File: src/rtl/dest_reg_pkg.sv
// Shared encodings and defaults for the destination-register pipeline.
package dest_reg_pkg;

  typedef logic [1:0] dst_mode_t;

  // Destination select encodings
  localparam dst_mode_t DST_RT   = 2'b00;
  localparam dst_mode_t DST_RD   = 2'b01;
  localparam dst_mode_t DST_LINK = 2'b10;
  localparam dst_mode_t DST_NONE = 2'b11;

  // Default geometry
  localparam int unsigned REG_W_DEF    = 3;
  localparam int unsigned LINK_REG_DEF = 7;

endpackage

File: src/rtl/dest_stage.sv
// One pipeline slot: valid bit plus destination index.
//   clear : empty the slot (highest priority)
//   load  : take d_vld/d_reg; otherwise the slot holds
// The index is forced to zero whenever the loaded valid bit is low, so an
// empty slot never shows a stale index.
module dest_stage #(
  parameter int unsigned REG_W = 3
) (
  input  logic             clk,
  input  logic             rst_n,
  input  logic             clear,
  input  logic             load,
  input  logic             d_vld,
  input  logic [REG_W-1:0] d_reg,
  output logic             q_vld,
  output logic [REG_W-1:0] q_reg
);

  // Slot register
  always_ff @(posedge clk or negedge rst_n) begin
    if (!rst_n) begin
      q_vld <= 1'b0;
      q_reg <= '0;
    end else if (clear) begin
      q_vld <= 1'b0;
      q_reg <= '0;
    end else if (load) begin
      q_vld <= d_vld;
      q_reg <= d_vld ? d_reg : '0;
    end
  end

endmodule

File: src/rtl/dest_reg_pipe.sv
// Destination-register pipeline: selects the write-back index (rt/rd/link/
// none), carries it with a valid bit through DEPTH stages with stall and
// flush, and reports source hazards with the youngest matching stage.
// Ports:
//   clk, rst_n           clock, async active-low reset
//   in_valid, rt, rd     decode slot and its register fields
//   dst_mode             00 RT, 01 RD, 10 LINK, 11 NONE
//   stall, flush         freeze all stages / kill capture and stage 0
//   src_a, src_b         source indices under test
//   hazard_*, fwd_*      match flag and youngest matching stage (comb)
//   stage_vld, stage_reg per-stage contents, index 0 = youngest
//   wb_valid, wb_reg     oldest stage (write-back)
module dest_reg_pipe
  import dest_reg_pkg::*;
#(
  parameter int unsigned REG_W    = REG_W_DEF,
  parameter int unsigned DEPTH    = 3,
  parameter int unsigned LINK_REG = LINK_REG_DEF,
  parameter int unsigned ZERO_REG = 1,
  localparam int unsigned FWD_W   = (DEPTH > 1) ? $clog2(DEPTH) : 1
) (
  input  logic                   clk,
  input  logic                   rst_n,
  input  logic                   in_valid,
  input  logic [REG_W-1:0]       rt,
  input  logic [REG_W-1:0]       rd,
  input  logic [1:0]             dst_mode,
  input  logic                   stall,
  input  logic                   flush,
  input  logic [REG_W-1:0]       src_a,
  input  logic [REG_W-1:0]       src_b,
  output logic                   hazard_a,
  output logic                   hazard_b,
  output logic [FWD_W-1:0]       fwd_a,
  output logic [FWD_W-1:0]       fwd_b,
  output logic [DEPTH-1:0]       stage_vld,
  output logic [DEPTH*REG_W-1:0] stage_reg,
  output logic                   wb_valid,
  output logic [REG_W-1:0]       wb_reg
);

  logic                        zero_en;
  logic [REG_W-1:0]            sel;
  logic                        cap_vld;
  logic                        adv;
  logic [DEPTH-1:0]            vld_q;
  logic [DEPTH-1:0][REG_W-1:0] reg_q;
  logic [DEPTH-1:0]            match_a;
  logic [DEPTH-1:0]            match_b;

  assign zero_en = (ZERO_REG != 0);

  // Destination select and capture qualification
  always_comb begin
    sel = '0;
    case (dst_mode)
      DST_RT:   sel = rt;
      DST_RD:   sel = rd;
      DST_LINK: sel = REG_W'(LINK_REG);
      default:  sel = '0;
    endcase
    cap_vld = in_valid && (dst_mode != DST_NONE) && !(zero_en && (sel == '0));
  end

  // Flush forces the pipe to move even under stall.
  assign adv = flush || !stall;

  // Stage 0 captures the decode slot; stage 1 takes the killed stage 0 as a
  // bubble on flush, which is why both are cleared together.
  for (genvar i = 0; i < int'(DEPTH); i++) begin : g_stage
    if (i == 0) begin : g_head
      dest_stage #(.REG_W(REG_W)) u_stage (
        .clk   (clk),
        .rst_n (rst_n),
        .clear (flush),
        .load  (adv),
        .d_vld (cap_vld),
        .d_reg (sel),
        .q_vld (vld_q[i]),
        .q_reg (reg_q[i])
      );
    end else begin : g_body
      dest_stage #(.REG_W(REG_W)) u_stage (
        .clk   (clk),
        .rst_n (rst_n),
        .clear (flush && (i == 1)),
        .load  (adv),
        .d_vld (vld_q[i-1]),
        .d_reg (reg_q[i-1]),
        .q_vld (vld_q[i]),
        .q_reg (reg_q[i])
      );
    end
  end

  // Hazard compare; the downward scan leaves the lowest matching stage.
  always_comb begin
    match_a = '0;
    match_b = '0;
    fwd_a   = '0;
    fwd_b   = '0;
    for (int i = 0; i < int'(DEPTH); i++) begin
      match_a[i] = vld_q[i] && (reg_q[i] == src_a) && !(zero_en && (src_a == '0));
      match_b[i] = vld_q[i] && (reg_q[i] == src_b) && !(zero_en && (src_b == '0));
    end
    for (int i = int'(DEPTH) - 1; i >= 0; i--) begin
      if (match_a[i]) fwd_a = FWD_W'(i);
      if (match_b[i]) fwd_b = FWD_W'(i);
    end
    hazard_a = |match_a;
    hazard_b = |match_b;
  end

  assign stage_vld = vld_q;
  assign stage_reg = reg_q;
  assign wb_valid  = vld_q[DEPTH-1];
  assign wb_reg    = reg_q[DEPTH-1];

endmodule
File: config.mk
export PLATFORM = sky130hd
export DESIGN_NAME = dest_reg_pipe
export DESIGN_NICKNAME = d
export VERILOG_FILES = /design/src/rtl/dest_reg_pkg.sv /design/src/rtl/dest_stage.sv /design/src/rtl/dest_reg_pipe.sv
export SDC_FILE = /design/constraint.sdc
export NUM_CORES = 1
export LEC_CHECK = 0
export ABC_AREA = 1
export CORE_MARGIN = 2
export CORE_UTILIZATION = 43
export CTS_CLUSTER_DIAMETER = 30
export DETAILED_ROUTE_END_ITERATION = 6
export PLACE_DENSITY = 0.8
export SYNTH_ARGS = -nofsm -noshare
export SYNTH_HDL_FRONTEND = slang
export SYNTH_SLANG_ARGS = --single-unit
File: constraint.sdc
create_clock -name clk -period 1.4 [get_ports clk]
set_clock_uncertainty 0.15 [all_clocks]
set_input_delay 0.28 -clock clk [delete_from_list [all_inputs] [get_ports clk]]
set_output_delay 0.28 -clock clk [all_outputs]
set_load 0.03 [all_outputs]
==> results of run 1 <==
-- through the flow --
| step | instances | setup TNS, ps | worst slack (ps) | hold slack [ps] |
|---|---|---|---|---|
| 6_report | 270 | -2790 | -445 | 136 |
| 3_5_place_dp | 260 | -4910 | -669 | 440 |
| 2_1_floorplan | 176 | -454 | -91.6 | -166 |
| 5_1_grt | 270 | -3580 | -537 | 173 |
| 4_1_cts | 264 | -2730 | -443 | 140 |
| 3_3_place_gp | 260 | -4180 | -611 | 439 |
-- power groups by stage --
stage,sequential [mW],clock (mW),combinational (mW)
final,0.373,0.210,0.330
after global routing,0.374,0.232,0.359
after CTS,0.372,0.211,0.299
after detailed placement,0.378,0,0.286
after global placement,0.378,0,0.279
after floorplan,0.386,0,0.137
-- critical path, stage by stage, from the launching register on --
cell and delay [ps]:
dfrtp_2 410, inv_2 70, nand2_1 60, nand2_1 60
nor2_2 140, nand2_2 90, nor2_4 130, nor2_4 40
buf_6 130
-- path summary, 6_finish.rpt --
path | start | endpoint | slack (ps)
worst max-delay path | g_stage[0].g_head.u_stage.q_reg[0] | fwd_b[0] | -440
worst min-delay path | rst_n | g_stage[0].g_head.u_stage.q_reg[0] | 140
worst max register to register | g_stage[0].g_head.u_stage.q_vld | g_stage[1].g_body.u_stage.q_reg[0] | 170
worst min register to register | g_stage[2].g_body.u_stage.q_vld | g_stage[2].g_body.u_stage.q_vld | 520
max in group asynchronous | rst_n | g_stage[1].g_body.u_stage.q_reg[1] | 790
min in group clk | g_stage[2].g_body.u_stage.q_vld | g_stage[2].g_body.u_stage.q_vld | 520
-- routing by layer --
layer / global-route usage / part of all wire / vias up
met5: 0 / 0 / -
met4: 0.128 / 0.027 / 0
met3: 0.0457 / 0.042 / 11
met2: 0.504 / 0.54 / 48
met1: 0.301 / 0.39 / 641
li1: - / - / 672
-- cell families (layout without fill, tap and decap cells) --
| group | count (synthesis) | count (layout) | synth area share |
|---|---|---|---|
| buf+inv | 34 | 100 | 0.151 |
| compound gates | 15 | 15 | 0.0886 |
| flops | 12 | 12 | 0.295 |
| simple gates | 115 | 115 | 0.465 |
-- cells in the mapped netlist (all sizes together) --
cell and number:
buf 7, dfrtp 12, inv 27, nand2 71, nand3 10, nand3b 1, nor2 31, nor3 2
o21ai 6, o22ai 9
-- cell type report --
class / instances / area (sq um) / share of cell area
Tap cell: 28 / 35.0 / 0.0194
Clock buffer: 3 / 22.5 / 0.0125
Inverter: 27 / 104 / 0.0575
Sequential cell: 12 / 314 / 0.174
Timing Repair Buffer: 70 / 654 / 0.362
Multi-Input combinational cell: 130 / 677 / 0.375
-- what timing repair did --
action                                  CTS  global route
endpoints found under the setup margin   16            18
hold buffers                              0             0
setup buffers                             3             8
gates resized for setup                  31            23
pin swaps                                 5            11
endpoints found under the hold margin     0             0
==> results, run 1 <==
- The routed design could run at a clock period as short as 1840 ps.
- The filler cells instantiated in the layout total 155.
- The clock-pin slew on the worst setup and hold paths is 70 ps.
- The die is 52.6 um wide.
- The initialized floorplan defines 17 standard-cell rows.
- The number of detailed-route iterations in the first pass is 5.
- Counting every instance in the synthesized netlist gives 176.
- After routing the design area is 1810 sq um.
- Counting every net in the synthesized netlist gives 195.
- Power comes to 0.913 mW.
- The cell chosen for the clock root is clkbuf_4.
- The kind of start point of the critical path is a flip-flop.
- The HPWL after detailed placement is 2570 um.
- Of the available clock period, the critical path in the final layout requires 1.32.
- The data arrival at the endpoint of the critical path is 1410 ps.
- Once layout is complete, the utilization of the core stands at 0.809.
- Routability-driven placement finished with a final weighted congestion of 0.923.
- Power spread over the standard cell area amounts to 506 nW/um^2.
- The worst reg-to-reg path cell count is 4.
- The library cell used most frequently in the layout, excluding fill and tap cells, is nand2_1.
- The internal portion of total power is 0.611 mW.
- The number of max-slew violations in the final report was 0.
- In this run the vertical extent of the chip is 52.6 um.
- In the routed layout, each cell is associated on average with a via count of 5.08.
- Ranked by total cell area, the synthesized netlist is headed by dfrtp_1 30%, nand2_1 26%, nor2_1 10%, inv_1 7.7%, o22ai_1 5.5%.
- The count of H-tree levels built during CTS is 1.
- The worst setup path is of the flip-flop to output pin kind.
- After detailed routing, the number of remaining DRC violations is 0.
- Of all nets on the critical path, the largest fanout is 4.
- STA classifies the critical path endpoint as an output pin.
- Leaving out fill and tap cells, the most frequent cells in the layout are 61 x nand2_1, 28 x buf_4, 24 x buf_6.
- The worst-case IR drop observed on VDD is 0.681 mV.
- The area share of the largest cell type after synthesis is 0.295.
- The share of total power dissipated in combinational logic is 0.362.
- The total die area is 2770 sq um.
- The checks that failed: negative setup slack.
- In this run the mean area of a mapped cell was 5.78 sq um.
- The fraction of the yosys area taken by sequential cells is 0.295.
- The number of flip-flops under the largest register name is 6.
- The leakage power summed over all cells is 0.931 nW.
- The tree built by TritonCTS fans out to 12 sinks.
- Yosys printed 0 warnings.
- The core region is 2230 sq um.
- The number of placed I/O pins is 41.
- The share of total power in the clock network is 0.230.
- The switching fraction of total power is 0.331.
- The via count of the first global-routing pass is 1312.
- The fraction of power consumed by sequential logic is 0.408.
- After detailed routing, the total wire length is 3470 um.
- The total grt overflow is 0.
- The netlist uses 14 different library cells.
- The cell area after synthesis is 1020 sq um.
- Summed over all nets, the switching power comes to 0.303 mW.
- The synthesized design contains 12 register bits.
- In this run the tool buffered the top-level ports with 40 buffer cells.
- The final-report hold violation count was 0.
- The flow ran to the end, but the final reports show violations.
- The initial utilization of the core area, before any placement, comes to 0.455.
- The clock reaches the later pin of the worst-skew pair after 280 ps.
- The final layout contains 263 nets.
- The initial antenna violation count was 0.
- The total routing usage reported by global routing is 0.274.
- Clock tree synthesis inserted a total of 3 buffers.
- The residual antenna-violating net count after detailed routing is 0.
- The path class of the lowest-slack min-delay path is primary input to async pin.
- The final number of setup-violating endpoints is 12.
- In the post-route analysis, the smallest setup slack over all paths is -445 ps.
- STA puts the critical path data required time at 970 ps.
- The tool flagged a number of max-cap violations equal to 0.
- In the final layout, the share of cells above drive strength 1 is 0.459.
- In the final routed layout, each cell accounts on average for 12.9 um.
- The area growth from synthesis to layout is 77.6%.
- For this block, the initial DRC count from the detailed router was 24.
- Setup repair after global routing could not meet its margin everywhere.
- The routed layout has 1372 vias.
- In this run the deepest clock path goes through 2 buffers.
- The CTS tree is yes.
- The placement-stage cell area is 1590 sq um.
- The worst slew margin relative to its limit is 0.800.
- Entering global routing, the biggest net connects 13 pins.
- The number of antenna diodes is 0.
- The slew at the pin closest to its max-slew limit is 299 ps.
- Derived from the worst setup path, the maximum achievable clock frequency is 0.542 GHz.
- The global-route wire length before repair is 5570 um.
- The cell taking the most area after synthesis is dfrtp_1.
Note: power is estimated with default switching activity, not from simulation.
==> run 2: changes to the inputs <==
Settings changed: CORE_UTILIZATION 43 to 44, SLEW_MARGIN from default to 10, SYNTH_HIERARCHICAL from default to 1.
==> results, run 2 <==
- The maximum clock insertion buffer count is 2 (unchanged).
- The clock insertion delay at the later pin of the skew report is 290 ps (about the same).
- The area share of the largest cell type after synthesis was 0.333 (+0.0377).
- The number of fill cells in the layout came to 132 (-15%).
- The share of synthesized flip-flops with an asynchronous set or reset is 1.00 (unchanged).
- The count of standard-cell rows is 17 (unchanged).
- The data arrival at the endpoint of the critical path is 1540 ps (+130 ps).
- In the synthesized netlist the dominant register cell turns out to be dfrtp_1.
- The setup slack of the critical path after layout is -565 ps (-121 ps).
- The routed wire length per instance is 15.5 um (+20%).
- The quantity of I/O buffers inserted on ports is 40 (unchanged).
- The count of vias placed by the detailed router was 1615 (+18%).
- The residual antenna-violating net count after detailed routing was 0 (unchanged).
- The shortest period the worst path allows is 1970 ps (+121 ps).
- The total grt overflow is 0 (unchanged).
- The area occupied by registers is 315 sq um (+0.40%).
- The worst hold slack across all endpoints was 147 ps (+11.2 ps).
- STA classifies the critical path endpoint as an output pin.
- The worst setup path is launched from a flip-flop.
- The terminus of the critical flop-to-flop path is g_stage[2].g_body.u_stage/q_reg[2].
- The initial core utilization was 0.476 (+0.0201).
- The starting DRC count in detailed routing was 77 (+220%).
- The largest fanout on the critical path is 3 (-1).
- The total number of clock tree sinks was 12 (unchanged).
- The core area came to 2280 sq um (+1.9%).
- The number of placed I/O pins came to 41 (unchanged).
- The initial antenna violation count is 0 (unchanged).
- The total clock buffers created by CTS is 3 (unchanged).
- The maximum frequency from static timing analysis came to 0.509 GHz (-6.1%).
- Clock tree synthesis selected as its root buffer the cell clkbuf_4.
- The global-route wire length before repair is 6150 um (+10%).
- The worst supply voltage drop on vdd is 0.478 mV (-30%).
- The data required time of the worst path is 970 ps (about the same).
- The number of synthesized flops with an enable pin came to 0 (unchanged).
- The run finished, with violations left.
- The sum of internal, switching and leakage power was 1.00 mW (+9.5%).
- The final-report hold violation count is 0 (unchanged).
- Setup repair after global routing could not meet its margin everywhere.
- On the critical path, the stage with the largest delay is an instance of dfrtp_2.
- The number of warning messages in the yosys log was 6 (+6).
- The cell taking the most area after synthesis is nand2_1.
- The area of combinational cells with multiple inputs is 782 sq um (+16%).
- The startpoint identified for the worst register-to-register timing path is g_stage[1].g_body.u_stage/q_reg[2].
- The number of flip-flops under the largest register name is 6 (unchanged).
- The most numerous cell in the Yosys netlist is nand2_1.
- The post-detailed-placement half-perimeter wirelength is 2700 um (+5.0%).
- The worst reg-to-reg path cell count is 6 (+2).
- Following the worst setup path forward leads to its endpoint at hazard_b.
- The commonest cells after synthesis are 96 x nand2_1, 28 x inv_1, 21 x nor2_1.
- The average instance area after synthesis was 5.49 sq um (-4.9%).
- The final weighted congestion in routability-driven placement is 0.982 (+6.4%).
- The type of the setup path with the least slack is flip-flop to output pin.
- The path class of the lowest-slack min-delay path is primary input to async pin.
- The top cell types in the final layout, fill and taps aside, are 76 x nand2_1, 35 x buf_6, 20 x nand2_2.
- The post-layout net count is 287 (+9.1%).
- The number of max-slew violations in the final report is 0 (unchanged).
- The via count normalized by instance count is 5.47 (+7.7%).
- The final routed wirelength across all metal layers is 4560 um (+31%).
- The floorplan die height is 53.6 um (+1.8%).
- The setup slack of the worst register-to-register path was 30 ps (-140 ps).
- The total die area is 2870 sq um (+3.7%).
- The detailed-route DRC error count is 0 (unchanged).
- The via count of the first global-routing pass is 1472 (+12%).
- The number of detailed-route iterations in the first pass is 4 (-1).
- The number of instances in the synthesized netlist is 197 (+12%).
- The distinct cell type count of the synthesized netlist was 16 (+2).
- The most common cell after layout, fill and taps aside is nand2_1.
- The checks that failed: negative setup slack.
- The utilization after layout was 0.871 (+0.0624).
- The maximum cell stage delay along the critical path came to 440 ps (+30 ps).
- The critical path goes through nand2_1 > nand2_1 > nor2_2 > nand3b_1 > nand3_2 > buf_6.
- The library cell appearing most often on the critical path is nand2_1.
- The origin of the worst setup path is g_stage[1].g_body.u_stage/q_reg[0].
- The power density normalized to cell area is 504 nW/um^2 (-0.23%).
- Ranked by total cell area, the synthesized netlist is headed by nand2_1 33%, dfrtp_1 28%, inv_1 9.7%, nor2_1 7.3%, nand4_1 5.2%.
- The x dimension of the die is 53.6 um (+1.8%).
- The maximum number of pins on one net before global-route repair is 16 (+3).
- The number of antenna diodes is 0 (unchanged).
- The fraction of the yosys area taken by sequential cells is 0.277 (-0.0177).
- Compared with the post-synthesis result, the final layout area differs by 83.2%.
- The clock-pin slew on the worst setup and hold paths was 90 ps (+20 ps).
- The cell area after synthesis is 1080 sq um (+6.4%).
- The count of hold buffers inserted by post-cts repair is 0 (unchanged).
- The share of the clock period used by the worst path after layout was 1.40 (+0.0862).
- The final number of setup-violating endpoints is 21 (+9).
- The share of final-layout standard cells stronger than drive strength 1 is 0.461 (+0.00200).
- The total routing usage reported by global routing is 0.304 (+0.0301).
- The leakage power summed over all cells is 1.09 nW (+17%).
- The count of H-tree levels built during CTS is 1 (unchanged).
- The max-capacitance violation count came to 0 (unchanged).
- The CTS tree is yes.
- The post-synthesis register bit count is 12 (unchanged).
run 2: cell types whose count changed in the layout (fill, tap and decap cells not counted), sizes merged, moves of 2 or more:
cell           change
nor2               -5
nand4              +9
clkbuf             +2
conb               +2
clkdlybuf4s50      -2
o21ai              -3
nand2             +25
inv                +4
o22ai              -9
run 2: per-layer routing:
layer / global-route usage / vias to the layer above / wire length [um]
li1: - / 735 / -
met1: 0.306 / 727 / 1540
met2: 0.597 / 114 / 2360
met3: 0.0556 / 39 / 373
met4: 0.137 / 0 / 292
met5: 0 / - / 0
run 2: logic make-up after synthesis:
logic type / synth area share
buf+inv: 0.135
simple gates: 0.563
flops: 0.277
other cells: 0.00346
compound gates: 0.0208
run 2: report_power, final:
| part | switching [mW] | total, mW | internal (mW) |
|---|---|---|---|
| registers | 0.0157 | 0.371 | 0.356 |
| clock network | 0.136 | 0.294 | 0.159 |
| logic | 0.187 | 0.335 | 0.148 |
run 2: timing repair:
| item | CTS | global route |
|---|---|---|
| hold endpoints to repair | 0 | 0 |
| buffers inserted | 8 | 9 |
| pin swaps | 15 | 13 |
| resized for setup | 61 | 23 |
| setup endpoints to repair | 22 | 26 |
run 2: critical path, delay by kind of cell, from the launching register on:
| kind | cells | cell delay, ps |
|---|---|---|
| buf+inv | 1 | 130 |
| flops | 1 | 440 |
| simple gates | 5 | 670 |
run 2: worst min-delay path by stage:
stage,start,end,slack [ps],depth (start not counted)
5_1_grt,rst_n,g_stage[1].g_body.u_stage/q_reg[1],180,2
3_5_place_dp,g_stage[2].g_body.u_stage/q_vld,g_stage[2].g_body.u_stage/q_vld,460,3
2_1_floorplan,rst_n,g_stage[0].g_head.u_stage/q_reg[0],-170,0
3_3_place_gp,rst_n,g_stage[0].g_head.u_stage/q_reg[1],440,2
4_1_cts,rst_n,g_stage[0].g_head.u_stage/q_reg[2],160,2
6_report,rst_n,g_stage[0].g_head.u_stage/q_reg[2],150,2
run 2: through the flow:
stage	std cells	worst slack, ps	area (sq um)	TNS (ps)
detailed placement	281	-747	1660	-6010
global placement	281	-702	1660	-5370
global route	295	-637	1980	-4810
CTS	292	-461	1920	-3090
finish	295	-565	1980	-3950
floorplan	198	-126	1150	-525
run 2: layout make-up:
cell class	count	area share
repair buffers	69	0.352
clock buffers	4	0.0183
inverters	31	0.0587
multi-input cells	151	0.394
flip-flops and latches	12	0.159
well taps	28	0.0177
==> RTL edit, RTL diff (config.mk and constraints of run 2) <==
Set the package constant `REG_W_DEF` to 6 (it was 3).
--- a/src/rtl/dest_reg_pkg.sv
+++ b/src/rtl/dest_reg_pkg.sv
@@ -12,3 +12,3 @@
   // Default geometry
-  localparam int unsigned REG_W_DEF    = 3;
+  localparam int unsigned REG_W_DEF    = 6;
   localparam int unsigned LINK_REG_DEF = 7;
Ports: changed (6 resized); port bits go from 41 to 65. No check against the original RTL was run, so the function may have changed too.
==> RTL edit against run 2 <==
Area after synthesis grew 69%. Worst setup slack gained 0.0082 ns. Sequential power grew 72%. Wire length grew 53%. Power grew 60%. Final area grew 62%. The flow still finishes with violations (setup timing). Sequential cell count grew 9. Final cell count grew 56%.
==> RTL edit: results <==
export IMPL_status="complete, but fails checks"
export IMPL_violations="setup timing"
export IMPL_netlist_instances=296
export IMPL_timing_rr_start="g_stage[1].g_body.u_stage/q_vld"
export IMPL_power_net_switching_uw=537.1
export IMPL_numPortBuffers=64
export IMPL_leakagePower_uw=0.001707
export IMPL_wire_per_inst_um=15.25
export IMPL_root_buffer="clkbuf_8"
export IMPL_whs_ns=0.2270
export IMPL_vias_per_cell=5.353
export IMPL_fin_nets=441
export IMPL_place_gp_congestion=0.9051
export IMPL_r2r_cells=5
export IMPL_r2r_slack_ns=0.15
export IMPL_fin_ws_ns=-0.5572
export IMPL_grt_usage_pct=29.01
export IMPL_grt_first_pass_wirelength_mm=10.05
export IMPL_fill_cells=279
export IMPL_setup_viol=21
export IMPL_final_layout_size_suffix_gt1_share_pct=45.72
export IMPL_vias=2457
export IMPL_setup_tns_ns=-3.526
export IMPL_insertion_delay_ns=0.27
export IMPL_yosysWarnings=6
export IMPL_grt_max_degree=25
export IMPL_largest_reg_flops=12
export IMPL_dpl_hpwl_mm=4.612
export IMPL_yosysSeqAreaShare_pct=28.69
export IMPL_yosys_top_cells_count="115 x nand2_1, 33 x inv_1, 28 x nor2_1"
export IMPL_max_vdd_ir_drop_v=0.0003596
export IMPL_synth_area_leaders="dfrtp_1 29%, nand2_1 24%, inv_1 6.8%"
export IMPL_grt_pass1_vias=2271
==> RTL edit: cell types whose count changed after synthesis, moves of 4 or more <==
cell     change
nand2_1     +19
dfrtp_1      +9
nand4_1      +9
inv_2        +8
a21oi_1      +7
nor2_1       +7
buf_4        +6
nand3_1      +6
inv_1        +5
o22ai_1      +4
==> RTL edit: power by group through the flow <==
stage | registers (uW) | clock network (uW) | logic, uW
floorplan | 677 | 0 | 185
global placement | 646 | 0 | 449
detailed placement | 647 | 0 | 455
CTS | 637 | 417 | 485
global route | 639 | 453 | 597
finish | 637 | 412 | 554
==> RTL edit: final cells by class <==
type,count,area share [%]
clock buffers,3,1.282
flip-flops and latches,21,17.13
multi-input cells,221,38.31
well taps,50,1.943
repair buffers,118,35.78
inverters,45,5.400
clock inverters,1,0.1554
==> RTL edit: worst max-delay path by stage <==
stage | slack [ns] | from | to
final | -0.56 | g_stage[1].g_body.u_stage/q_reg[1] | fwd_b[1]
after global routing | -0.61 | g_stage[1].g_body.u_stage/q_reg[1] | fwd_b[1]
after CTS | -0.52 | g_stage[1].g_body.u_stage/q_reg[4] | fwd_b[1]
after detailed placement | -0.76 | src_b[3] | fwd_b[1]
after global placement | -0.74 | src_b[3] | fwd_b[1]
after floorplan | -0.22 | g_stage[1].g_body.u_stage/q_reg[1] | fwd_b[1]
==> RTL edit: timing repair <==
action / CTS / global route
endpoints found under the setup margin: 41 / 40
cloned: 0 / 0
setup buffers: 14 / 15
resized for setup: 103 / 24
pin swaps: 32 / 13
==> RTL edit: cell families after synthesis <==
logic type      count (synthesis)  synth area share [%]
xor+xnor                        2                0.9565
compound gates                 21                 7.035
flops                          21                 28.69
other cells                     1                0.2047
simple gates                  196                 49.80
buf+inv                        55                 13.32
==> RTL edit: critical path, stage by stage, from the launching register on <==
cell      delay (ns)
dfrtp_2         0.43
inv_2           0.07
nand2_1         0.06
nand2_1         0.08
clkinv_1        0.07
nand2_1         0.09
nor2_2          0.04
nand3_2         0.13
nand2_2         0.08
nor2_4          0.08
buf_6           0.13
==> RTL edit: per-stage QoR <==
stage / total power [uW] / setup slack [ns] / cell area (sq um)
6_report: 1604 / -0.5572 / 3221
5_1_grt: 1689 / -0.6067 / 3221
4_1_cts: 1538 / -0.5154 / 3078
3_5_place_dp: 1102 / -0.7562 / 2729
3_3_place_gp: 1095 / -0.7375 / 2729
2_1_floorplan: 862.3 / -0.2207 / 1911
==> RTL edit: layer usage <==
layer	share of wire, %	wire, um	vias up	global-route usage [%]
li1	-	-	1153	-
met1	38	2641	1148	35.53
met2	53	3704	129	52.04
met3	6.3	444	27	2.760
met4	3.0	207	0	11.25
met5	0	0	-	0
